**src/rtl/req_burst_gen_pkg.sv**
```systemverilog
// Shared types and defaults for the burst request front-end.
// Optional watchdog is enabled by defining REQ_TIMEOUT_EN.
package req_burst_pkg;

    localparam int DEF_LEN_W   = 4;
    localparam int DEF_GAP     = 2;
    localparam int DEF_TIMEOUT = 64;

    typedef enum logic [3:0] {
        IDLE    = 4'b0001,
        REQ     = 4'b0010,
        BURST   = 4'b0100,
        RELEASE = 4'b1000
    } state_t;

    // Bits needed to hold the values 0..max_val.
    function automatic int cnt_width(input int max_val);
        return (max_val < 1) ? 1 : $clog2(max_val + 1);
    endfunction

    localparam int DEF_GAP_W = cnt_width(DEF_GAP);

endpackage

```
**src/rtl/req_burst_gen_if.sv**
```systemverilog
// Client job handshakes plus arbiter req/gnt for both channels.
// err_0/err_1 exist only when REQ_TIMEOUT_EN is defined.
interface req_burst_gen_if
    import req_burst_pkg::*;
#(
    parameter int LEN_W = DEF_LEN_W
);
    logic             job_valid_0;
    logic [LEN_W-1:0] job_len_0;
    logic             job_ready_0;
    logic             job_valid_1;
    logic [LEN_W-1:0] job_len_1;
    logic             job_ready_1;
    logic             req_0;
    logic             req_1;
    logic             gnt_0;
    logic             gnt_1;
    logic             beat_0;
    logic             beat_1;
    logic             done_0;
    logic             done_1;
`ifdef REQ_TIMEOUT_EN
    logic             err_0;
    logic             err_1;
`endif

    modport master (
        output job_valid_0, job_len_0, job_valid_1, job_len_1, gnt_0, gnt_1,
        input  job_ready_0, job_ready_1, req_0, req_1,
        input  beat_0, beat_1, done_0, done_1
`ifdef REQ_TIMEOUT_EN
        , input err_0, err_1
`endif
    );

    modport slave (
        input  job_valid_0, job_len_0, job_valid_1, job_len_1, gnt_0, gnt_1,
        output job_ready_0, job_ready_1, req_0, req_1,
        output beat_0, beat_1, done_0, done_1
`ifdef REQ_TIMEOUT_EN
        , output err_0, err_1
`endif
    );

endinterface

```
**src/rtl/req_burst_gen_chan.sv**
```systemverilog
// One request channel: accepts a job, holds req until job_len+1 beats are granted,
// then keeps req low for GAP cycles. REQ_TIMEOUT_EN adds a no-grant watchdog.
module req_burst_chan
    import req_burst_pkg::*;
#(
    parameter int LEN_W = DEF_LEN_W,
    parameter int GAP   = DEF_GAP
`ifdef REQ_TIMEOUT_EN
    , parameter int TIMEOUT = DEF_TIMEOUT
`endif
) (
    input  logic             clock,
    input  logic             reset,
    input  logic             job_valid,
    input  logic [LEN_W-1:0] job_len,
    output logic             job_ready,
    output logic             req,
    input  logic             gnt,
    output logic             beat,
    output logic             done
`ifdef REQ_TIMEOUT_EN
    , output logic           err
`endif
);

    localparam int               GAP_W    = cnt_width(GAP);
    localparam logic [GAP_W-1:0] GAP_LAST = GAP_W'(GAP - 1);
    localparam logic [GAP_W-1:0] GAP_ONE  = GAP_W'(1);
    localparam logic [LEN_W-1:0] CNT_ONE  = LEN_W'(1);

    state_t           state_q;
    logic [LEN_W-1:0] cnt_q;
    logic [GAP_W-1:0] gap_q;
    logic             req_q;
    logic             last_beat;

    assign last_beat = (cnt_q == '0);
    assign job_ready = (state_q == IDLE) && !reset;
    assign req       = req_q;
    // Grants arriving in RELEASE are stale arbiter output and never count.
    assign beat      = ((state_q == REQ) || (state_q == BURST)) && gnt;
    assign done      = beat && last_beat;

`ifdef REQ_TIMEOUT_EN
    localparam int              WD_W    = cnt_width(TIMEOUT);
    localparam logic [WD_W-1:0] WD_LAST = WD_W'(TIMEOUT - 1);
    localparam logic [WD_W-1:0] WD_ONE  = WD_W'(1);

    logic [WD_W-1:0] wd_q;
    logic            wd_hit;

    assign wd_hit = (state_q == REQ) && !gnt && (wd_q == WD_LAST);
    assign err    = wd_hit;
`endif

    always_ff @(posedge clock or posedge reset) begin
        if (reset) begin
            state_q <= IDLE;
            cnt_q   <= '0;
            gap_q   <= '0;
            req_q   <= 1'b0;
`ifdef REQ_TIMEOUT_EN
            wd_q    <= '0;
`endif
        end else begin
            unique case (state_q)
                IDLE: begin
                    if (job_valid) begin
                        cnt_q   <= job_len;
                        req_q   <= 1'b1;
                        state_q <= REQ;
`ifdef REQ_TIMEOUT_EN
                        wd_q    <= '0;
`endif
                    end
                end
                REQ: begin
                    if (gnt) begin
                        if (last_beat) begin
                            state_q <= RELEASE;
                            req_q   <= 1'b0;
                            gap_q   <= '0;
                        end else begin
                            cnt_q   <= cnt_q - CNT_ONE;
                            state_q <= BURST;
                        end
                    end
`ifdef REQ_TIMEOUT_EN
                    if (gnt) begin
                        wd_q <= '0;
                    end else if (wd_hit) begin
                        state_q <= RELEASE;
                        req_q   <= 1'b0;
                        gap_q   <= '0;
                        wd_q    <= '0;
                    end else begin
                        wd_q <= wd_q + WD_ONE;
                    end
`endif
                end
                BURST: begin
                    if (gnt) begin
                        if (last_beat) begin
                            state_q <= RELEASE;
                            req_q   <= 1'b0;
                            gap_q   <= '0;
                        end else begin
                            cnt_q <= cnt_q - CNT_ONE;
                        end
                    end
                end
                RELEASE: begin
                    if (gap_q == GAP_LAST) begin
                        state_q <= IDLE;
                    end else begin
                        gap_q <= gap_q + GAP_ONE;
                    end
                end
                default: begin
                    state_q <= IDLE;
                    req_q   <= 1'b0;
                end
            endcase
        end
    end

endmodule

```
**src/rtl/req_burst_gen.sv**
```systemverilog
// Two independent request channels feeding the two-client grant arbiter.
// REQ_TIMEOUT_EN enables the per-channel watchdog and the err_0/err_1 outputs.
module req_burst_gen
    import req_burst_pkg::*;
#(
    parameter int LEN_W = DEF_LEN_W,
    parameter int GAP   = DEF_GAP
`ifdef REQ_TIMEOUT_EN
    , parameter int TIMEOUT = DEF_TIMEOUT
`endif
) (
    input logic             clock,
    input logic             reset,
    req_burst_gen_if.slave  bus
);

    logic [1:0]       job_valid;
    logic [LEN_W-1:0] job_len [2];
    logic [1:0]       job_ready;
    logic [1:0]       req;
    logic [1:0]       gnt;
    logic [1:0]       beat;
    logic [1:0]       done;

    assign job_valid  = {bus.job_valid_1, bus.job_valid_0};
    assign job_len[0] = bus.job_len_0;
    assign job_len[1] = bus.job_len_1;
    assign gnt        = {bus.gnt_1, bus.gnt_0};

    assign bus.job_ready_0 = job_ready[0];
    assign bus.job_ready_1 = job_ready[1];
    assign bus.req_0       = req[0];
    assign bus.req_1       = req[1];
    assign bus.beat_0      = beat[0];
    assign bus.beat_1      = beat[1];
    assign bus.done_0      = done[0];
    assign bus.done_1      = done[1];

`ifdef REQ_TIMEOUT_EN
    logic [1:0] err;
    assign bus.err_0 = err[0];
    assign bus.err_1 = err[1];
`endif

    generate
        for (genvar gi = 0; gi < 2; gi++) begin : g_chan
            req_burst_chan #(
                .LEN_W   (LEN_W),
                .GAP     (GAP)
`ifdef REQ_TIMEOUT_EN
                , .TIMEOUT (TIMEOUT)
`endif
            ) u_chan (
                .clock     (clock),
                .reset     (reset),
                .job_valid (job_valid[gi]),
                .job_len   (job_len[gi]),
                .job_ready (job_ready[gi]),
                .req       (req[gi]),
                .gnt       (gnt[gi]),
                .beat      (beat[gi]),
                .done      (done[gi])
`ifdef REQ_TIMEOUT_EN
                , .err     (err[gi])
`endif
            );
        end
    endgenerate

endmodule

```
**src/flat_wrapper.sv**
```systemverilog
// flat-port wrapper written by rule: the top's interface ports become plain ports
module req_burst_gen_flat import req_burst_pkg::*;
#(
    parameter int LEN_W = DEF_LEN_W,
    parameter int GAP   = DEF_GAP

)
  (clock, reset, bus_job_valid_0, bus_job_len_0, bus_job_valid_1, bus_job_len_1, bus_gnt_0, bus_gnt_1, bus_job_ready_0, bus_job_ready_1, bus_req_0, bus_req_1, bus_beat_0, bus_beat_1, bus_done_0, bus_done_1);
  req_burst_gen_if #(.LEN_W(LEN_W)) bus_i ();
  input logic clock;
  input logic reset;
  input wire logic [$bits(bus_i.job_valid_0)-1:0] bus_job_valid_0;
  input wire logic [$bits(bus_i.job_len_0)-1:0] bus_job_len_0;
  input wire logic [$bits(bus_i.job_valid_1)-1:0] bus_job_valid_1;
  input wire logic [$bits(bus_i.job_len_1)-1:0] bus_job_len_1;
  input wire logic [$bits(bus_i.gnt_0)-1:0] bus_gnt_0;
  input wire logic [$bits(bus_i.gnt_1)-1:0] bus_gnt_1;
  output wire logic [$bits(bus_i.job_ready_0)-1:0] bus_job_ready_0;
  output wire logic [$bits(bus_i.job_ready_1)-1:0] bus_job_ready_1;
  output wire logic [$bits(bus_i.req_0)-1:0] bus_req_0;
  output wire logic [$bits(bus_i.req_1)-1:0] bus_req_1;
  output wire logic [$bits(bus_i.beat_0)-1:0] bus_beat_0;
  output wire logic [$bits(bus_i.beat_1)-1:0] bus_beat_1;
  output wire logic [$bits(bus_i.done_0)-1:0] bus_done_0;
  output wire logic [$bits(bus_i.done_1)-1:0] bus_done_1;
  assign bus_i.job_valid_0 = bus_job_valid_0;
  assign bus_i.job_len_0 = bus_job_len_0;
  assign bus_i.job_valid_1 = bus_job_valid_1;
  assign bus_i.job_len_1 = bus_job_len_1;
  assign bus_i.gnt_0 = bus_gnt_0;
  assign bus_i.gnt_1 = bus_gnt_1;
  assign bus_job_ready_0 = bus_i.job_ready_0;
  assign bus_job_ready_1 = bus_i.job_ready_1;
  assign bus_req_0 = bus_i.req_0;
  assign bus_req_1 = bus_i.req_1;
  assign bus_beat_0 = bus_i.beat_0;
  assign bus_beat_1 = bus_i.beat_1;
  assign bus_done_0 = bus_i.done_0;
  assign bus_done_1 = bus_i.done_1;
  req_burst_gen #(.LEN_W(LEN_W), .GAP(GAP)) u_core (.clock(clock), .reset(reset), .bus(bus_i));
endmodule
```
**config.mk**
```make
export PLATFORM = sky130hd
export DESIGN_NAME = req_burst_gen_flat
export DESIGN_NICKNAME = d
export VERILOG_FILES = /design/src/rtl/req_burst_gen_pkg.sv /design/src/rtl/req_burst_gen_if.sv /design/src/rtl/req_burst_gen_chan.sv /design/src/rtl/req_burst_gen.sv /design/src/flat_wrapper.sv
export SDC_FILE = /design/constraint.sdc
export NUM_CORES = 1
export LEC_CHECK = 0
export ABC_AREA = 0
export BUFFER_PORTS_ARGS = -buffer_cell sky130_fd_sc_hd__buf_2
export CORE_MARGIN = 2
export CORE_UTILIZATION = 23
export DETAILED_ROUTE_END_ITERATION = 10
export SLEW_MARGIN = 10
export SYNTH_ARGS = -nofsm -noshare
export SYNTH_HDL_FRONTEND = slang
export SYNTH_SLANG_ARGS = --single-unit
```
**constraint.sdc**
```tcl
create_clock -name clock -period 2 [get_ports clock]
set_input_delay 0.1 -clock clock [delete_from_list [all_inputs] [get_ports clock]]
set_output_delay 0.1 -clock clock [all_outputs]
set_load 0.01 [all_outputs]
```
==> results of run 1 <==
## stage by stage
stage          hold slack (ns)  cell area, sq um  cells
3_5_place_dp             0.255              1790    268
4_1_cts                 0.0382              1840    272
3_3_place_gp             0.260              1790    268
2_1_floorplan           0.0930              1590    170
5_1_grt                 0.0586              1850    273
6_report                0.0418              1850    273
## cell usage after synthesis (2+ instances only)
master,instances,share of area
o21ai_0,4,0.013
inv_1,15,0.035
a2bb2oi_1,6,0.033
nor4b_2,2,0.019
a2111oi_0,2,0.011
a31oi_1,4,0.016
o31ai_1,2,0.0094
nand3_1,2,0.0063
mux2i_1,5,0.031
or3_1,3,0.012
nand2b_1,5,0.020
nor2_1,11,0.026
nor3b_1,2,0.0094
o22ai_1,2,0.0079
dfrtp_1,20,0.31
buf_4,3,0.014
nand2_1,7,0.017
clkbuf_1,4,0.0094
xnor2_1,2,0.011
dfstp_2,2,0.033
nand4_1,3,0.012
and3_1,4,0.016
a21oi_1,10,0.031
nor2b_1,3,0.012
and2_1,3,0.012
mux2_4,2,0.019
nor3_1,10,0.031
o211ai_1,2,0.0094
ha_1,4,0.031
## power breakdown
| group | switching, W | leakage (nW) | total [W] | internal (W) |
|---|---|---|---|---|
| Clock | 0.000148 | 0.0216 | 0.000282 | 0.000134 |
| Combinational | 0.000702 | 0.496 | 0.00138 | 0.000679 |
| Sequential | 0.000282 | 0.269 | 0.000932 | 0.000650 |
| Total | 0.00113 | 0.786 | 0.00259 | 0.00146 |
## per-layer routing
metal	vias to the layer above	share of wire	track usage
met5	-	0	0
met4	0	0.0064	0.0294
met3	2	0.022	0.0180
met2	16	0.47	0.171
met1	645	0.50	0.142
li1	677	-	-
## timing repair
item,4_1_cts,5_1_grt
endpoints found under the setup margin,0,2
hold buffers,1,0
endpoints found under the hold margin,20,0
resized for setup,0,2
setup buffers,0,1
## worst register-to-register path: stages (launching register included)
cell and delay (ns):
dfrtp_1 0.41, inv_1 0.07, ha_2 0.19, or3b_4 0.40, o211ai_1 0.25, o211ai_2 0.16
mux2_4 0.31
## worst paths after layout
kind,end,cells past startpoint
min in group asynchronous,u_core.g_chan[1].u_chan.state_q[1],4
worst min-delay path,u_core.g_chan[0].u_chan.state_q[0],2
worst max-delay path,u_core.g_chan[0].u_chan.gap_q[1],6
worst min register to register,u_core.g_chan[1].u_chan.gap_q[0],1
worst max register to register,u_core.g_chan[0].u_chan.gap_q[1],6
max in group asynchronous,u_core.g_chan[0].u_chan.state_q[0],4
## layout make-up
| type | instances | area [sq um] | share of cell area |
|---|---|---|---|
| timing repair buffer | 29 | 168 | 0.0906 |
| multi-input combinational | 124 | 932 | 0.504 |
| sequential | 22 | 553 | 0.299 |
| tap | 80 | 100 | 0.0541 |
| clock buffer | 3 | 41.3 | 0.0223 |
| inverter | 15 | 56.3 | 0.0304 |
## registers in the layout, summed over array words and instances, names as in the netlist
signal and count:
u_core.g_chan.u_chan.cnt_q 8, u_core.g_chan.u_chan.state_q 8, u_core.g_chan.u_chan.req 2, u_core.g_chan.u_chan.gap_q 4
## cells by family after synthesis
logic type / after synthesis / synth area share
simple gates: 63 / 0.244
compound gates: 46 / 0.229
xor+xnor: 3 / 0.0212
mux: 8 / 0.0574
flops: 22 / 0.348
fa+ha+maj: 4 / 0.0315
buf+inv: 24 / 0.0692
==> results.cfg, run 1 <==
[status]
status = finished clean

[layout]
synthToLayoutAreaGrowth_pct = 16.4
layout_commonest_cell = buf_2
fin_util = 0.274
nFillCells = 739
drive_gt1_frac = 0.264
final_cell_mix = buf_2, dfrtp_1, inv_1
final_nets = 213
antennaDiodeCount = 0

[timing]
fin_setup_tns_ns = 0
finalCritPeriodShare = 0.946
max_slew_margin = 0.694
worst_slew_pin_slew_ns = 0.453
hold_viol_final = 0
slew_violations = 0
max_freq_ghz = 0.529
setup_violations = 0
period_minus_slack_ns = 1.89
rsz0062_at_grt = false
worst_slack_ns = 0.109
clock_skew_ns = 0.00115

[worst_setup_path]
cpMaxStageDelayCell = dfrtp_1
crit_path_end_kind = flop
rr_startpoint = u_core.g_chan[0].u_chan.cnt_q[1]
worstSetupStartpointType = flop
cp_max_fo = 4
r2r_slack_ns = 0.11
crit_start = u_core.g_chan[0].u_chan.cnt_q[1]
worstPathRequired_ns = 2.15
worstPathArrival_ns = 2.04
path_buf_inv = 1
cp_cell_sequence = inv_1 > ha_2 > or3b_4 > o211ai_1 > o211ai_2 > mux2_4
crit_family = compound AO/OA/AOI/OAI gates
crit_type = flop to flop
cpPeakStageDelay_ns = 0.41

[worst_hold_path]
hold_class = input port to flop
hp-start = bus_job_valid_0

[yosys]
synth_edf_count = 0
synth.distinct_cells = 55
yosys_register_bits = 22
yosysSeqAreaShare = 0.348
yosys_warnings = 0
syn_area_per_cell_sq_um = 9.35
netlist_area_sq_um = 1590
syn_inst = 170
synthFlopType = dfrtp_1
syn-num-nets = 188
async_flop_share = 1.00

[detailed_routing]
wl_per_cell_um = 13.2
vias = 1340
drc = 0
final_antenna_net_count = 0
via_per_inst = 4.91
firstDrtPassIters = 4
initialDrtViolationCount = 79
wirelength_um = 3600

[power]
power.leakage_nw = 0.786
peakVddDrop_uv = 314
power_density_nw_per_um2 = 1400
total_power_w = 0.00259

[clocking]
cts_buffers = 3
h-tree-depth = 1
clock-sinks = 22
worstSkewPairLatency_ns = 0.26
cts_root_buf = clkbuf_8
clockBufferDepth = 2
cts_tree = yes
cts.reportedPaths.clkPinSlew_ns = 0.08

[global_routing]
grt_first_pass_wirelength_um = 6430
grt_use_total = 0.104
grt_max_degree = 23
antenna_found_initial = 0
grt_pass1_vias = 1347
overflow = 0

[die]
die-area_sq_um = 7600
rows = 30
die_x_um = 87.2
pin_count = 22
die_h_um = 87.2
fp.coreArea_sq_um = 6760
start_util = 0.235

[placement]
dp_hpwl_um = 2720
place_ws_ns = 0.0995
port_buffers = 21
gp_congestion = 0.785

[job]
drv_cap = 0
Power figures use the tool's default switching activity.
==> inputs of run 2 (changes only) <==
- CORE_ASPECT_RATIO: not set -> 0.9
==> results.cfg, run 2 (synthesis results as in run 1) <==
[worst_hold_path]
hold_class = input port to flop
whs_path_depth = 2
hp-start = bus_job_valid_0

[global_routing]
grt_pass1_vias = 1299
overflow = 0
grt_max_degree = 23
grt_first_pass_wirelength_um = 6270
grt_use_total = 0.0984
antenna_found_initial = 0

[clocking]
h-tree-depth = 1
clockBufferDepth = 2
cts_buffers = 3
post_cts_resized = 0
cts_tree = yes
worstSkewPairLatency_ns = 0.26
cts_root_buf = clkbuf_8
cts.reportedPaths.clkPinSlew_ns = 0.08
clock-sinks = 22

[timing]
worst_slew_pin_slew_ns = 0.445
slew_violations = 0
setup_violations = 0
rsz0062_at_grt = false
hold_viol_final = 0
max_freq_ghz = 0.535
finalCritPeriodShare = 0.934
max_slew_margin = 0.703
clock_skew_ns = 0.00524
period_minus_slack_ns = 1.87
fin_setup_tns_ns = 0

[worst_setup_path]
reg2reg_depth = 6
worstPathRequired_ns = 2.19
cpPeakStageDelay_ns = 0.54
cp_max_fo = 4
crit_type = flop to flop
worstSetupStartpointType = flop
crit_path_end_kind = flop
cp_cell_sequence = inv_1 > ha_1 > nor3b_1 > or4_4 > a21oi_4 > mux2i_1
crit_start = u_core.g_chan[1].u_chan.cnt_q[0]
rr_startpoint = u_core.g_chan[1].u_chan.cnt_q[0]
cpMaxStageDelayCell = or4_4
worstPathArrival_ns = 2.05

[detailed_routing]
top_layer_used = met4
firstDrtPassIters = 4
vias = 1365
via_per_inst = 4.81
wl_met3_um = 81
initialDrtViolationCount = 117
final_antenna_net_count = 0
wl_per_cell_um = 12.3
wirelength_um = 3500
drt-met1-wl_um = 1770
wl_met2_um = 1640
drc = 0

[layout]
layout_commonest_cell = buf_2
final_nets = 213
top_regs = u_core.g_chan.u_chan.cnt_q: 8 flops, u_core.g_chan.u_chan.state_q: 8 flops, u_core.g_chan.u_chan.gap_q: 4 flops
ff_latch_area_sq_um = 553
multi_input_area_sq_um = 927
fin_util = 0.283
final_cell_mix = buf_2, dfrtp_1, inv_1
antennaDiodeCount = 0
drive_gt1_frac = 0.258
nFillCells = 698
synthToLayoutAreaGrowth_pct = 17.7

[die]
die-area_sq_um = 7600
pin_count = 22
rows = 28
start_util = 0.240
fp.coreArea_sq_um = 6620
die_x_um = 91.7
die_h_um = 82.9

[job]
drv_cap = 0

[power]
power_density_nw_per_um2 = 1400
power.leakage_nw = 0.794
peakVddDrop_uv = 281

[placement]
dp_hpwl_um = 2670
port_buffers = 21
gp_congestion = 0.843

[status]
status = finished clean
[run 2: changes by cell type in the layout (fill, tap and decap cells not counted)]
cell      change
clkbuf_8      +1
ha_1          +1
ha_2          -1
or3b_1        +1
or3b_4        -1
[run 2: worst max-delay path, delay by kind of cell (launching register included)]
family | cells | cell delay, ns
buf+inv | 1 | 0.07
simple gates | 2 | 0.73
flops | 1 | 0.35
compound gates | 1 | 0.21
fa+ha+maj | 1 | 0.24
mux | 1 | 0.20
[run 2: where the power goes]
group | total, W | internal, W | switching, W
combinational | 0.00136 | 0.000673 | 0.000685
clock | 0.000329 | 0.000176 | 0.000154
sequential | 0.000938 | 0.000650 | 0.000288
total | 0.00263 | 0.00150 | 0.00113
[run 2: metrics by stage]
stage | hold slack [ns] | cell area [sq um] | power, W | instances | worst slack, ns
after floorplan | 0.0930 | 1590 | 0.00197 | 170 | 0.260
after global placement | 0.253 | 1810 | 0.00230 | 279 | 0.178
after detailed placement | 0.253 | 1810 | 0.00230 | 279 | 0.139
after CTS | 0.0365 | 1870 | 0.00265 | 284 | 0.129
after global routing | 0.0436 | 1870 | 0.00288 | 284 | 0.00723
final | 0.0413 | 1870 | 0.00263 | 284 | 0.132
[run 2: what timing repair did]
| item | 4_1_cts | 5_1_grt |
|---|---|---|
| endpoints found under the hold margin | 20 | 0 |
| hold buffers | 1 | 0 |
| setup endpoints to repair | 0 | 0 |
| buffers inserted | 0 | 0 |
[run 2: metal layers]
metal  vias up  global-route usage
met5         -                   0
met4         0              0.0207
met3         2              0.0181
met2        10               0.152
met1       670               0.142
li1        683                   -
[run 2: path summary, 6_finish.rpt]
check                                                endpoint  slack (ns)
max reg2reg                  u_core.g_chan[1].u_chan.cnt_q[1]        0.13
min reg2reg                  u_core.g_chan[1].u_chan.gap_q[0]        0.49
min                        u_core.g_chan[0].u_chan.state_q[0]        0.04
max in group asynchronous  u_core.g_chan[0].u_chan.state_q[0]        1.21
max                          u_core.g_chan[1].u_chan.cnt_q[1]        0.13
min in group asynchronous    u_core.g_chan[0].u_chan.gap_q[0]        0.50
[run 2: final cells by class]
type                            count  area share
Tap cell                           90      0.0602
Multi-Input combinational cell    124       0.495
Timing Repair Buffer               29      0.0896
Inverter                           15      0.0301
Clock buffer                        4      0.0294
Sequential cell                    22       0.295
==> inputs of run 3 (changes only) <==
- CORE_UTILIZATION: 23 -> 45
- GPL_TIMING_DRIVEN: not set -> 0
==> results.cfg, run 3 (synthesis results as in run 1) <==
[worst_setup_path]
crit_cells = 6
worstPathArrival_ns = 2.11
cp_cell_sequence = inv_1 > ha_4 > or3b_4 > o211ai_1 > o211ai_2 > mux2_4
r2r-end = u_core.g_chan[0].u_chan.gap_q[1]
path_buf_inv = 1
worstSetupStartpointType = flop
cpMaxStageDelayCell = dfrtp_1
cp_max_fo = 4
crit_type = flop to flop
r2r_slack_ns = 0.04
rr_startpoint = u_core.g_chan[0].u_chan.cnt_q[0]
cpPeakStageDelay_ns = 0.40
crit_start = u_core.g_chan[0].u_chan.cnt_q[0]
crit_end = u_core.g_chan[0].u_chan.gap_q[1]
crit_family = compound AO/OA/AOI/OAI gates
worstPathRequired_ns = 2.15
crit_path_end_kind = flop
reg2reg_depth = 6

[die]
die_h_um = 60.4
die-area_sq_um = 4030
pin_count = 22
start_util = 0.471
fp.coreArea_sq_um = 3380
rows = 20
die_x_um = 66.7

[timing]
period_minus_slack_ns = 1.96
setup_violations = 0
worst_slack_ns = 0.0445
max_slew_margin = 0.408
hold_viol_final = 0
finalCritPeriodShare = 0.978
clock_skew_ns = 0.00263
slew_violations = 0
worst_slew_pin_slew_ns = 0.887
fin_setup_tns_ns = 0
max_freq_ghz = 0.511

[placement]
dp_hpwl_um = 2640
gp_congestion = 0.844
place_ws_ns = 0.0679
port_buffers = 21

[detailed_routing]
via_per_inst = 5.82
wl_per_cell_um = 14.4
firstDrtPassIters = 4
initialDrtViolationCount = 108
drc = 0
wirelength_um = 3450
final_antenna_net_count = 0
vias = 1391

[layout]
fin_util = 0.541
drive_gt1_frac = 0.272
layout_commonest_cell = buf_2
final_cell_mix = buf_2, dfrtp_1, inv_1
top_regs = u_core.g_chan.u_chan.cnt_q: 8 flops, u_core.g_chan.u_chan.state_q: 8 flops, u_core.g_chan.u_chan.gap_q: 4 flops
final_nets = 214
synthToLayoutAreaGrowth_pct = 15.0
antennaDiodeCount = 0

[global_routing]
overflow = 0
grt_pass1_vias = 1317
grt_max_degree = 24
grt_use_total = 0.200
grt_first_pass_wirelength_um = 6090
antenna_found_initial = 0

[worst_hold_path]
hold_class = input port to asynchronous set/reset pin

[clocking]
cts_setup_buffers = 0
h-tree-depth = 1
clockBufferDepth = 2
cts_buffers = 3
cts.reportedPaths.clkPinSlew_ns = 0.08
cts_tree = yes
cts_root_buf = clkbuf_8
clock-sinks = 22
worstSkewPairLatency_ns = 0.26

[power]
peakVddDrop_uv = 717
power.leakage_nw = 0.789
total_power_w = 0.00266
power_density_nw_per_um2 = 1460

[status]
status = finished clean

[job]
drv_cap = 0
## run 3: final cells by class
type / count / area, sq um
plain buffers: 9 / 55.1
clock buffers: 4 / 55.1
fillers: 344 / 1550
inverters: 15 / 56.3
multi-input cells: 124 / 950
flip-flops and latches: 22 / 553
well taps: 44 / 55.1
repair buffers: 21 / 105
## run 3: what timing repair did
item                       CTS  global route
hold buffers                 0             0
gates resized for setup      1             5
pin swaps                    0             4
setup endpoints to repair    1             7
## run 3: where the power goes
| part | leakage (nW) | internal [W] | switching [W] |
|---|---|---|---|
| registers | 0.269 | 0.000649 | 0.000155 |
| clock network | 0.0288 | 0.000176 | 0.000147 |
| logic | 0.492 | 0.000690 | 0.000848 |
| total | 0.789 | 0.00151 | 0.00115 |
## run 3: through the flow
stage | hold WS, ns | area [sq um] | std cells
detailed placement | 0.311 | 1750 | 235
global route | 0.0391 | 1830 | 239
CTS | 0.0215 | 1810 | 239
finish | 0.0238 | 1830 | 239
floorplan | 0.0930 | 1590 | 170
global placement | 0.305 | 1750 | 235
## run 3: routing by layer
| metal | vias up | wire length, um | GRT usage |
|---|---|---|---|
| met1 | 685 | 1720 | 0.288 |
| li1 | 684 | - | - |
| met2 | 18 | 1590 | 0.310 |
| met5 | - | 0 | 0 |
| met3 | 4 | 107 | 0.0445 |
| met4 | 0 | 26 | 0.0466 |
## run 3: worst min path at each step
stage / start / endpoint / slack [ns] / cells past startpoint
4_1_cts: bus_job_valid_0 / u_core.g_chan[0].u_chan.state_q[0] / 0.02 / 2
2_1_floorplan: reset / u_core.g_chan[0].u_chan.cnt_q[0] / 0.09 / 1
3_5_place_dp: bus_job_valid_0 / u_core.g_chan[0].u_chan.state_q[0] / 0.31 / 2
5_1_grt: bus_job_valid_0 / u_core.g_chan[0].u_chan.state_q[0] / 0.04 / 2
3_3_place_gp: bus_job_valid_0 / u_core.g_chan[0].u_chan.state_q[0] / 0.31 / 2
6_report: reset / u_core.g_chan[1].u_chan.gap_q[1] / 0.02 / 2
